## config.mk

```make
export PLATFORM = sky130hd
export DESIGN_NAME = encoder_emulator
export DESIGN_NICKNAME = d
export VERILOG_FILES = /design/src/rtl/encoder_emulator.sv
export SDC_FILE = /design/constraint.sdc
export NUM_CORES = 1
export LEC_CHECK = 0
export ABC_AREA = 1
export CORE_UTILIZATION = 54
export DETAILED_ROUTE_END_ITERATION = 6
export DONT_BUFFER_PORTS = 1
export GPL_TIMING_DRIVEN = 0
export HOLD_SLACK_MARGIN = 0.15
export PLACE_DENSITY_LB_ADDON = 0.12
export RECOVER_POWER = 100
export SYNTH_ARGS = -nofsm -noshare
export SYNTH_HDL_FRONTEND = slang
export SYNTH_SLANG_ARGS = --single-unit
```

## constraint.sdc

```tcl
create_clock -name clk -period 2.1 [get_ports clk]
set_input_delay 0.42 -clock clk [delete_from_list [all_inputs] [get_ports clk]]
set_output_delay 0.42 -clock clk [all_outputs]
set_load 0.01 [all_outputs]
```

## src/rtl/encoder_emulator.sv

```systemverilog
// Quadrature encoder emulator: turns step requests into A/B Gray-code edges,
// with optional LFSR-driven contact bounce on the changing line.
module encoder_emulator #(
  parameter int         BOUNCE_CYCLES = 16,
  parameter int         SETTLE_CYCLES = 32,
  parameter logic [7:0] LFSR_SEED     = 8'hA5
) (
  input  logic       clk,
  input  logic       reset,
  input  logic       step_valid,
  input  logic       step_dir,
  input  logic       bounce_en,
  output logic       step_ready,
  output logic       enc_a,
  output logic       enc_b,
  output logic [7:0] position
);

  typedef enum logic [1:0] {IDLE, BOUNCE, SETTLE} state_t;

  localparam int CNT_W = 16;
  localparam bit HAS_BOUNCE = (BOUNCE_CYCLES > 0);
  localparam logic [CNT_W-1:0] BOUNCE_LOAD =
    (BOUNCE_CYCLES > 0) ? CNT_W'(BOUNCE_CYCLES - 1) : '0;
  localparam logic [CNT_W-1:0] SETTLE_LOAD =
    (SETTLE_CYCLES > 1) ? CNT_W'(SETTLE_CYCLES - 1) : '0;

  state_t           state_reg;
  logic [CNT_W-1:0] cnt_reg;
  logic [1:0]       phase_reg;
  logic [1:0]       target_reg;
  logic [1:0]       enc_reg;
  logic             dir_reg;
  logic             ready_reg;
  logic [7:0]       lfsr_reg;
  logic [7:0]       position_reg;

  logic       lfsr_fb;
  logic [7:0] lfsr_next;
  logic [1:0] accept_target;
  logic [1:0] bounce_target;
  logic [1:0] bounce_phase;

  // Gray-code walk: CW 00->01->11->10->00, CCW the reverse.
  function automatic logic [1:0] step_phase(input logic [1:0] p, input logic cw);
    logic [1:0] r;
    case (p)
      2'b00:   r = cw ? 2'b01 : 2'b10;
      2'b01:   r = cw ? 2'b11 : 2'b00;
      2'b11:   r = cw ? 2'b10 : 2'b01;
      default: r = cw ? 2'b00 : 2'b11;
    endcase
    return r;
  endfunction

  assign lfsr_fb       = lfsr_reg[7] ^ lfsr_reg[5] ^ lfsr_reg[4] ^ lfsr_reg[3];
  assign lfsr_next     = {lfsr_reg[6:0], lfsr_fb};
  assign accept_target = step_phase(phase_reg, step_dir);
  assign bounce_target = (state_reg == IDLE) ? accept_target : target_reg;

  // The enc register is loaded with the upcoming LFSR bit, so during BOUNCE
  // the changing line always equals the current lfsr[0].
  genvar gi;
  generate
    for (gi = 0; gi < 2; gi++) begin : g_bounce
      assign bounce_phase[gi] = (phase_reg[gi] != bounce_target[gi]) ? lfsr_next[0]
                                                                     : phase_reg[gi];
    end
  endgenerate

  always_ff @(posedge clk or posedge reset) begin
    if (reset) begin
      state_reg    <= IDLE;
      cnt_reg      <= '0;
      phase_reg    <= 2'b00;
      target_reg   <= 2'b00;
      enc_reg      <= 2'b00;
      dir_reg      <= 1'b0;
      ready_reg    <= 1'b1;
      lfsr_reg     <= LFSR_SEED;
      position_reg <= 8'd0;
    end else begin
      lfsr_reg <= lfsr_next;
      case (state_reg)
        IDLE: begin
          if (step_valid) begin
            target_reg <= accept_target;
            dir_reg    <= step_dir;
            ready_reg  <= 1'b0;
            if (bounce_en && HAS_BOUNCE) begin
              state_reg <= BOUNCE;
              cnt_reg   <= BOUNCE_LOAD;
              enc_reg   <= bounce_phase;
            end else begin
              state_reg <= SETTLE;
              cnt_reg   <= SETTLE_LOAD;
              enc_reg   <= accept_target;
              phase_reg <= accept_target;
            end
          end
        end
        BOUNCE: begin
          if (cnt_reg == '0) begin
            state_reg <= SETTLE;
            cnt_reg   <= SETTLE_LOAD;
            enc_reg   <= target_reg;
            phase_reg <= target_reg;
          end else begin
            cnt_reg <= cnt_reg - CNT_W'(1);
            enc_reg <= bounce_phase;
          end
        end
        SETTLE: begin
          if (cnt_reg == '0) begin
            state_reg    <= IDLE;
            ready_reg    <= 1'b1;
            position_reg <= dir_reg ? position_reg + 8'd1 : position_reg - 8'd1;
          end else begin
            cnt_reg <= cnt_reg - CNT_W'(1);
          end
        end
        default: begin
          state_reg <= IDLE;
          ready_reg <= 1'b1;
        end
      endcase
    end
  end

  assign step_ready = ready_reg;
  assign enc_a      = enc_reg[1];
  assign enc_b      = enc_reg[0];
  assign position   = position_reg;

endmodule

```

# Word-level counts from Yosys, hierarchy flattened
# Index checks and enable logic that the tools add are counted.
[totals] out_inout_bits=11 register_bits=42 wordCells=69
[classes] eq_ne=11 add_sub_neg=3 n_reduce_logical=12 mux=30 bitwise_logic=4
[op_table] cell="$mux W16" n=3
[op_table] cell="$pmux W16 S3" n=1
[op_table] cell="$mux W2" n=15
[op_table] cell="$logic_not A16 Y1" n=1
[op_table] cell="$sub A16 B1 Y16 const B" n=1
[op_table] cell="$pmux W2 S3" n=2
[op_table] cell="$ne A2 B2 Y1 const B" n=5
[op_table] cell="$reduce_and A3 Y1" n=3
[op_table] cell="$add A8 B1 Y8 const B" n=1
[op_table] cell="$mux W8" n=1
[op_table] cell="$pmux W2 S2" n=2
[op_table] cell="$sub A8 B1 Y8 const B" n=1
[op_table] cell="$reduce_and A2 Y1" n=3
[op_table] cell="$mux W5" n=1
[op_table] cell="$eq A2 B1 Y1 const B" n=2
[op_table] cell="$eq A2 B2 Y1 const B" n=2
[op_table] cell="$logic_not A2 Y1" n=2
[op_table] cell="$mux W1" n=4
[op_table] cell="$reduce_and A4 Y1" n=1
[op_table] cell="$pmux W1 S3" n=1
[op_table] cell="$reduce_bool A3 Y1" n=1
[op_table] cell="$xor A1 B1 Y1" n=3
[op_table] cell="$ne A1 B1 Y1" n=2
[op_table] cell="$reduce_bool A2 Y1" n=1
[op_table] cell="$not A1 Y1" n=1

# Logic depth before layout (Yosys ltp)
# Gate-level depths: netlist of run 1.
[depth] ltp_word=8 mapped_depth=12 depth_no_buf=12

# Worst setup path before layout of run 1
# Ideal clock, no wire load.
[synth_timing] path_kind="register to register" from="reg state_reg[0]" to="reg cnt_reg[12]" path_slack_ns=0.429 period_less_slack_ns=1.671 stages_incl_launch_ff=11 t_arrival_ns=1.547 setup_time_ns=0.123 cell_sequence="dfrtp_1 -> inv_1 -> ha_1 -> inv_1 -> nor2_1 -> nor2_1 -> nand2_4 -> buf_12 -> nor2_2 -> xor2_1 -> nor2_2"
[synth_via] elab_chain_cells=3 word_cells_on_any_way=8 cone_classes="eq/ne (4); mux (1); reduce/logical (3)"
[synth_rtl] element="start, declared" line="28" text="state_t state_reg;"
[synth_rtl] element="start signal, assigned" line="73" text="state_reg <= IDLE;"
[synth_rtl] element="start signal, assigned" line="91" text="state_reg <= BOUNCE;"
[synth_rtl] element="start signal, assigned" line="95" text="state_reg <= SETTLE;"
[synth_rtl] element="$eq A2 B2 Y1 (tied with other cells)" line="84" text="case (state_reg)"
[synth_rtl] element="$ne A2 B2 Y1 (no source line) / $reduce_bool A3 Y1 (equally long branches)"
[synth_rtl] element="$reduce_and A3 Y1 (no source line)"
[synth_rtl] element="end signal, assigned" line="109" text="cnt_reg <= cnt_reg - CNT_W'(1);"
[synth_rtl] element="end signal, assigned" line="119" text="cnt_reg <= cnt_reg - CNT_W'(1);"
[synth_rtl] element="end, declared" line="29" text="logic [CNT_W-1:0] cnt_reg;"
# Parallel ways exist; a longest one is shown, timed or not.
# A chain may end at the register's enable or synchronous reset.

# Worst setup path after layout of run 1
[layout_timing] from="reg cnt_reg[0]" to="reg cnt_reg[0]"
[layout_via] elab_chain_cells=3 word_cells_on_any_way=7 cone_classes="add/sub (1); eq/ne (1); mux (3); reduce/logical (2)"
[layout_rtl] element="$sub A16 B1 Y16 / $logic_not A16 Y1 (equally long branches)"
[layout_rtl] element="$mux W16 (tied with other cells)" line="114" text="if (cnt_reg == '0) begin"
[layout_rtl] element="$pmux W16 S3 / $reduce_and A3 Y1 (equally long branches)"
# Parallel ways exist; a longest one is shown, timed or not. The select of a mux whose other input is x is not followed.

==> qor.txt, run 1 <==
Starting DRT DRC Count: 87
P&R area growth vs syn: 5.74%
Nature of the critical path endpoint: flop
Most frequent cell after synthesis: nand2_1
Post-DP HPWL: 3.77 mm
PortBufs: 0
Max cap viols: 1
Grt ovf: 0
Worst reg2reg path depth: 10
Synth top cells by count: nand2_1, inv_1, dfrtp_1
First-pass GRT wire length: 9.03 mm
Share of layout cells above drive strength 1: 10.2%
Clk sinks: 42
Yosys warns: 0
Vias per cell: 5.03
Clk slew on worst S/H paths: 0.08 ns
Post-Syn Instances: 354
Leakage: 1.44 nW
Synth Cell Area: 0.00266 mm²
Initial antenna violation count: 0
FF+latch count, synth: 42
Die height: 72.2 µm
Reg-to-Reg End: cnt_reg[0]$_DFFE_PP0P_
GP Congestion: 0.826
Fillers: 448
R2R setup slack: 0.21 ns
Worst Hold Path EP: state_reg[0]$_DFFE_PP0P_
Crit-path slowest cell: dfrtp_1
Worst path cell trace: inv_1 -> ha_1 -> nand3_1 -> nor2_1 -> nand3_4 -> nand2_4 -> inv_2 -> buf_6 -> o21ai_0 -> o21ai_1
Tot GR Track Use: 22.1%
Total CTS buffers: 5
Placed inst area: 0.00275 mm²
Crit-path max cell delay: 0.43 ns
Mapped Nets: 372
Req. time, crit path: 2.28 ns
Slew margin rel.: -3.89%
Die area: 0.00521 mm²
Die width: 72.2 µm
Root buffer cell: clkbuf_8
Synth unique cells: 36
Worst skew pair latency: 0.30 ns
H-tree levels: 2
Fin crit share: 89.8%
Hold Crit Depth: 2
Worst clock skew: 0.0106 ns
Min-delay src: bounce_en
Pwr dens: 484 mW/mm²
Synth area leader: dfrtp_1
# IOs: 16
Worst-path fanout max: 10
Post-synthesis sequential area ratio: 39.7%
Status: finished, violations left
CTS tree: built
# setup viols final: 0
DRC viols: 0
Critical path type: flop to flop
Inserted Diodes: 0
Synth area leaders: dfrtp_1, nand2_1, inv_1
Nets@finish: 379
Synth top area share: 34.8%
Via count: 2158
HP Class: input pin to flop
Fin crit period: 1.89 ns
Max-slew violations: 43
Core area: 0.00472 mm²
Setup TNS: 0 ns
EDFF count, synth: 0
First-pass DRT Iterations: 5
WL/cell: 11.9 µm
Maximum vdd drop: 0.000310 V
Most used flip-flop cell after synthesis: dfrtp_1
Maximum root-to-sink buffer count: 2
Vias in the first global route: 2022
Synth async-reset ratio: 100%
Slew @ Worst Pin: 1.56 ns
Mean Syn Cell Area: 7.52 µm²
Critical path data arrival time: 2.07 ns
Fmax: 0.530 GHz
Unrepaired setup endpoints after global routing: no
CP startpoint kind: flop
Reg2Reg Launch Point: cnt_reg[0]$_DFFE_PP0P_
Post-route ant nets: 0
Largest net degree at the start of global routing: 43
Max FFs per register: 16
Design area: 0.00281 mm²
Final Hold Fails: 0
Final WL: 5.11 mm
Initial Util: 56.3%
Failing checks: max-capacitance violations, max-slew violations
Std cell rows: 25
==> metrics by stage <==
stage | util (%) | std cells | power [mW] | hold slack [ns] | worst slack, ns
floorplan | - | 354 | 0.845 | 0.333 | 0.429
global placement | 58.1 | 421 | 0.852 | 0.339 | 0.174
detailed placement | 58.1 | 421 | 0.852 | 0.351 | 0.157
CTS | 60.0 | 429 | 1.39 | 0.203 | 0.144
global route | 59.6 | 429 | 1.42 | 0.258 | 0.0107
finish | 59.6 | 429 | 1.36 | 0.280 | 0.214
==> critical path: cells and delay by family (launching register included) <==
family          cells  cell delay (ns)
simple gates        4             0.61
flops               1             0.43
fa+ha+maj           1             0.20
compound gates      2             0.15
buf+inv             3             0.37
==> area by class of cell <==
class,count,area (µm²),share of cell area [%]
Multi-Input combinational cell,258,1370,48.5
Inverter,51,191,6.80
Sequential cell,42,1060,37.6
Clock inverter,3,21.3,0.756
Tap cell,67,83.8,2.98
Clock buffer,5,68.8,2.45
Buffer,3,26.3,0.934
==> cells in the final DEF (no fill, tap or decap), types with 2 or more instances in the layout <==
| master | count |
|---|---|
| nand2_2 | 5 |
| nor3_1 | 3 |
| dfrtp_1 | 37 |
| xor2_1 | 4 |
| nand3_1 | 21 |
| inv_1 | 49 |
| clkbuf_8 | 5 |
| dfstp_2 | 3 |
| xnor2_1 | 6 |
| inv_2 | 2 |
| nand2_1 | 96 |
| a21oi_1 | 18 |
| ha_1 | 12 |
| nand4_1 | 4 |
| dfstp_1 | 2 |
| nor2_4 | 4 |
| a31oi_1 | 4 |
| o21ai_0 | 23 |
| nor2_2 | 7 |
| nor2_1 | 37 |
| buf_6 | 2 |
==> logic make-up after synthesis <==
family	share of synthesized area [%]
AO/OA/AOI/OAI	10.7
XOR/XNOR	3.29
adder cells (fa/ha/maj)	6.39
buffers and inverters	8.51
flip-flops	39.7
AND/OR/NAND/NOR	31.4
==> layer usage <==
metal	global-route usage, %	wire length, µm
met5	0	0
met1	30.8	2500
met2	35.1	2360
met3	4.72	197
met4	5.88	54
==> worst max path at each step <==
stage	from	endpoint	slack, ns	depth (start not counted)
global route	state_reg[0]$_DFFE_PP0P_	cnt_reg[8]$_DFFE_PP0P_	0.01	10
floorplan	state_reg[0]$_DFFE_PP0P_	cnt_reg[12]$_DFFE_PP0P_	0.43	10
finish	cnt_reg[0]$_DFFE_PP0P_	cnt_reg[0]$_DFFE_PP0P_	0.21	10
global placement	state_reg[0]$_DFFE_PP0P_	cnt_reg[6]$_DFFE_PP0P_	0.17	9
CTS	state_reg[0]$_DFFE_PP0P_	cnt_reg[6]$_DFFE_PP0P_	0.14	9
detailed placement	state_reg[0]$_DFFE_PP0P_	cnt_reg[6]$_DFFE_PP0P_	0.16	9
==> power by group <==
group	total [mW]	switching, mW	internal, mW	leakage, nW
clock network	0.528	0.295	0.234	0.0441
registers	0.808	0	0.808	0.508
logic	0.0260	0.0222	0.00383	0.887
==> timing repair <==
item | CTS | global route
buffers inserted | 0 | 0
gates resized for setup | 0 | 1
hold endpoints to repair | 0 | 0
hold buffers | 0 | 0
setup endpoints to repair | 0 | 10
Power figures use the tool's default switching activity.
==> run 2, diff against run 1 <==
Settings changed: ABC_CLOCK_PERIOD_IN_PS set to 2100, CAP_MARGIN set to 40.
==> qor.txt, run 2 (same netlist as run 1, synthesis figures left out) <==
Status: complete, no violations
Sw frac: 23.2%
Pwr dens: 482 mW/mm²
DRC viols: 0
Placed inst area: 0.00277 mm²
Crit-path slowest cell: dfrtp_1
GP Congestion: 0.826
Share of layout cells above drive strength 1: 10.2%
CTS tree: built
# setup viols final: 0
Req. time, crit path: 2.29 ns
Unrepaired setup endpoints after global routing: no
Maximum vdd drop: 0.000395 V
H-tree levels: 2
Post-route ant nets: 0
Final Hold Fails: 0
Commonest cells after routing, fill and taps aside: nand2_1, inv_1, nor2_1, dfrtp_1, o21ai_0
Most common cell after layout, fill and taps aside: nand2_1
Root buffer cell: clkbuf_8
P&R area growth vs syn: 6.30%
First-pass DRT Iterations: 4
Max FFs per register: 16
Largest net degree at the start of global routing: 26
Die height: 72.2 µm
HP Class: input pin to flop
WL/cell: 11.8 µm
Worst reg2reg path depth: 10
R2R setup slack: 0.20 ns
Int Pwr: 1.05 mW
Slew @ Worst Pin: 0.676 ns
Total CTS buffers: 5
Critical path type: flop to flop
Via count: 2145
Max cap viols: 0
Reg-to-Reg End: cnt_reg[12]$_DFFE_PP0P_
Clock share of power: 38.7%
Std cell rows: 25
Starting DRT DRC Count: 60
Nets@finish: 381
Inserted Diodes: 0
Post-DP HPWL: 3.91 mm
Overall power: 1.36 mW
Initial antenna violation count: 0
Worst skew pair latency: 0.30 ns
Fmax: 0.526 GHz
Nature of the critical path endpoint: flop
# IOs: 16
Tot GR Track Use: 21.8%
Clk slew on worst S/H paths: 0.08 ns
Fin crit period: 1.90 ns
Final WL: 5.10 mm
Worst slack at placement: 0.156 ns
Top cell by count, worst path: nor2_2
Fin crit share: 90.6%
CP startpoint kind: flop
Max-slew violations: 0
Min-delay src: bounce_en
Vias in the first global route: 2051
Initial Util: 56.3%
Worst clock skew: 0.00643 ns
Sequential share of power: 59.3%
Grt ovf: 0
Maximum root-to-sink buffer count: 2
First-pass GRT wire length: 8.92 mm
Worst-path fanout max: 10
Final worst slack: 0.198 ns
Fillers: 442
Net Sw Power: 316 µW
Setup TNS: 0 ns
Design area: 0.00283 mm²
Core area: 0.00472 mm²
Combinational share of power: 2.1%
Critical path data arrival time: 2.09 ns
PortBufs: 0
Worst Hold Path EP: state_reg[0]$_DFFE_PP0P_
Reg2Reg Launch Point: cnt_reg[0]$_DFFE_PP0P_
Vias per cell: 4.98
Hold Crit Depth: 2
Die width: 72.2 µm
Slew margin rel.: 54.9%
Leakage: 1.45 nW
Die area: 0.00521 mm²
Worst path cell trace: inv_1 -> ha_1 -> nand3_1 -> nor2_1 -> nand3_4 -> nand2_4 -> buf_6 -> nor2_2 -> xor2_1 -> nor2_2
Clk sinks: 42
Crit-path max cell delay: 0.43 ns
## run 2: cell types whose count changed in the layout (fill, tap and decap cells not counted), sizes merged
cell / delta
clkbuf: +1
dlygate4sd3: +1
## run 2: worst max-delay path by stage
stage | startpoint | endpoint | slack (ns) | cells past startpoint
final | cnt_reg[0]$_DFFE_PP0P_ | cnt_reg[12]$_DFFE_PP0P_ | 0.20 | 10
after global routing | state_reg[0]$_DFFE_PP0P_ | cnt_reg[0]$_DFFE_PP0P_ | 0.03 | 10
after CTS | state_reg[0]$_DFFE_PP0P_ | cnt_reg[8]$_DFFE_PP0P_ | 0.15 | 9
after detailed placement | state_reg[0]$_DFFE_PP0P_ | cnt_reg[6]$_DFFE_PP0P_ | 0.16 | 9
after global placement | state_reg[0]$_DFFE_PP0P_ | cnt_reg[6]$_DFFE_PP0P_ | 0.17 | 9
after floorplan | state_reg[0]$_DFFE_PP0P_ | cnt_reg[12]$_DFFE_PP0P_ | 0.43 | 10
## run 2: area by class of cell
cell class / instances / area, µm² / share of cell area [%]
Clock inverter: 3 / 21.3 / 0.752
Inverter: 51 / 191 / 6.77
Multi-Input combinational cell: 258 / 1370 / 48.3
Buffer: 3 / 26.3 / 0.929
Tap cell: 67 / 83.8 / 2.96
Timing Repair Buffer: 2 / 15.0 / 0.531
Sequential cell: 42 / 1060 / 37.4
Clock buffer: 5 / 68.8 / 2.43
## run 2: what timing repair did
item                                    in CTS  in global routing
setup buffers                                0                  0
hold endpoints to repair                    15                  0
hold buffers                                 1                  0
endpoints found under the setup margin       0                  9
gates resized for setup                      0                  1
## run 2: metrics by stage
step           hold WS [ns]  std cells  utilization, %
2_1_floorplan         0.333        354               -
3_3_place_gp          0.339        421            58.1
3_5_place_dp          0.323        422            58.5
4_1_cts               0.254        431            60.7
5_1_grt               0.270        431            59.9
6_report              0.274        431            59.9
## run 2: routing by layer
layer	vias up	share of wire, %	GRT usage (%)
li1	1139	-	-
met1	975	49	30.0
met2	29	47	35.6
met3	2	3.4	3.47
met4	0	0.29	6.10
met5	-	0	0
## run 2: power by group through the flow
| stage | Clock (mW) | Sequential [mW] | Combinational [mW] |
|---|---|---|---|
| after CTS | 0.555 | 0.809 | 0.0340 |
| after global placement | 0 | 0.824 | 0.0274 |
| after global routing | 0.573 | 0.808 | 0.0343 |
| final | 0.527 | 0.808 | 0.0282 |
| after floorplan | 0 | 0.824 | 0.0206 |
| after detailed placement | 0 | 0.824 | 0.0324 |
## run 2: critical path, delay by kind of cell (launching register included)
family | cells | cell delay (ns)
simple gates | 6 | 0.72
flops | 1 | 0.43
buf+inv | 2 | 0.29
fa+ha+maj | 1 | 0.20
xor+xnor | 1 | 0.16
==> run 3, diff against run 2 <==
Settings changed: CORE_UTILIZATION 54 to 35.
==> qor.txt, run 3 (same netlist as run 1, synthesis figures left out) <==
Status: complete, no violations
Vias per cell: 4.64
Combinational share of power: 2.3%
Critical path type: flop to flop
Root buffer cell: clkbuf_8
Fin crit share: 90.6%
R2R setup slack: 0.20 ns
Via count: 2150
Share of layout cells above drive strength 1: 9.89%
Placed inst area: 0.00281 mm²
Sw frac: 21.7%
Worst slack at placement: 0.0965 ns
Slew @ Worst Pin: 0.891 ns
Std cell rows: 31
Cell Count, Final, Fillers Out: 463
Final worst slack: 0.196 ns
Setup Buffers After CTS: 0
Die width: 89.2 µm
Core area: 0.00729 mm²
GR Layer Usage met2: 24.5%
Nature of the critical path endpoint: flop
Multi-input logic area: 0.00136 mm²
Unrepaired setup endpoints after global routing: no
Worst skew pair latency: 0.30 ns
Clock share of power: 43.7%
Critical path data arrival time: 2.08 ns
Placed cells: 454
Req. time, crit path: 2.28 ns
Slew margin rel.: 40.6%
Max FFs per register: 16
Clk sinks: 42
CTS tree: built
H-tree levels: 2
Final Hold Fails: 0
Fin crit period: 1.90 ns
DRC viols: 0
Global route hottest layer: met2
Worst clock skew: 0.00755 ns
Maximum root-to-sink buffer count: 2
Sequential share of power: 53.9%
WL/cell: 12.0 µm
Net Sw Power: 325 µW
Worst-path fanout max: 10
Clk slew on worst S/H paths: 0.08 ns
Overall power: 1.50 mW
Final WL: 5.55 mm
Inserted Diodes: 0
Post-DP HPWL: 4.14 mm
CP startpoint kind: flop
Sequential Area: 0.00106 mm²
Hold WS: 0.279 ns
HP Class: input pin to flop
Die area: 0.00796 mm²
Most common cell after layout, fill and taps aside: nand2_1
Max cap viols: 0
Grt ovf: 0
PortBufs: 0
Maximum vdd drop: 0.000218 V
# IOs: 16
Fmax: 0.525 GHz
First-pass DRT Iterations: 4
Int Pwr: 1.17 mW
Max-slew violations: 0
Post-route ant nets: 0
Fin util: 40.0%
Design area: 0.00292 mm²
Initial antenna violation count: 0
GP Congestion: 0.769
P&R area growth vs syn: 9.64%
Setup TNS: 0 ns
Nets@finish: 381
Met3 GRT Util: 3.79%
First-pass GRT wire length: 9.58 mm
# setup viols final: 0
Total CTS buffers: 5
M1 GR Usage: 21.9%
Pwr dens: 514 mW/mm²
Starting DRT DRC Count: 116
Tot GR Track Use: 15.9%
Commonest cells after routing, fill and taps aside: nand2_1, inv_1, nor2_1
Vias in the first global route: 2034
Fillers: 807
Die height: 89.2 µm
Initial Util: 36.5%
Leakage: 1.46 nW
Largest net degree at the start of global routing: 24
[run 3: area by class of cell]
cell class | count | share of cell area, %
multi-input combinational | 258 | 46.7
sequential | 42 | 36.2
inverter | 51 | 6.56
tap | 99 | 4.25
clock buffer | 6 | 2.49
clock inverter | 2 | 1.29
timing repair buffer | 2 | 1.29
buffer | 3 | 1.20
[run 3: path summary, 6_finish.rpt]
kind                                            endpoint                    from  cells past startpoint
max in group asynchronous          lfsr_reg[7]$_DFF_PP1_                   reset                      3
worst max-delay path              cnt_reg[0]$_DFFE_PP0P_  cnt_reg[0]$_DFFE_PP0P_                     10
worst max register to register    cnt_reg[0]$_DFFE_PP0P_  cnt_reg[0]$_DFFE_PP0P_                     10
min in group asynchronous         cnt_reg[6]$_DFFE_PP0P_                   reset                      2
worst min register to register     lfsr_reg[2]$_DFF_PP1_   lfsr_reg[1]$_DFF_PP0_                      0
worst min-delay path            state_reg[0]$_DFFE_PP0P_               bounce_en                      2
[run 3: layer usage]
| layer | routed length [µm] | vias to the layer above | share of wire [%] |
|---|---|---|---|
| met5 | 0 | - | 0 |
| met4 | 73 | 0 | 1.3 |
| met3 | 237 | 6 | 4.3 |
| met2 | 2440 | 37 | 44 |
| met1 | 2800 | 970 | 50 |
| li1 | - | 1137 | - |
[run 3: power groups by stage]
| stage | combinational (mW) | clock (mW) | sequential (mW) |
|---|---|---|---|
| 2_1_floorplan | 0.0206 | 0 | 0.824 |
| 3_3_place_gp | 0.0293 | 0 | 0.824 |
| 3_5_place_dp | 0.0361 | 0 | 0.824 |
| 4_1_cts | 0.0376 | 0.680 | 0.809 |
| 5_1_grt | 0.0421 | 0.706 | 0.808 |
| 6_report | 0.0352 | 0.655 | 0.808 |
[run 3: repair_timing]
item                                   4_1_cts  5_1_grt
endpoints found under the hold margin       17        0
setup endpoints to repair                    0       15
hold buffers                                 1        0
gates resized for setup                      0        2
[run 3: worst max-delay path, stage by stage, from the launching register on]
cell and delay (ns):
dfrtp_1 0.43, inv_1 0.14, ha_1 0.18, nand3_1 0.10
nor2_1 0.21, nand3_4 0.19, nand2_4 0.12, inv_2 0.08
buf_6 0.15, o21ai_0 0.09, o21ai_1 0.09
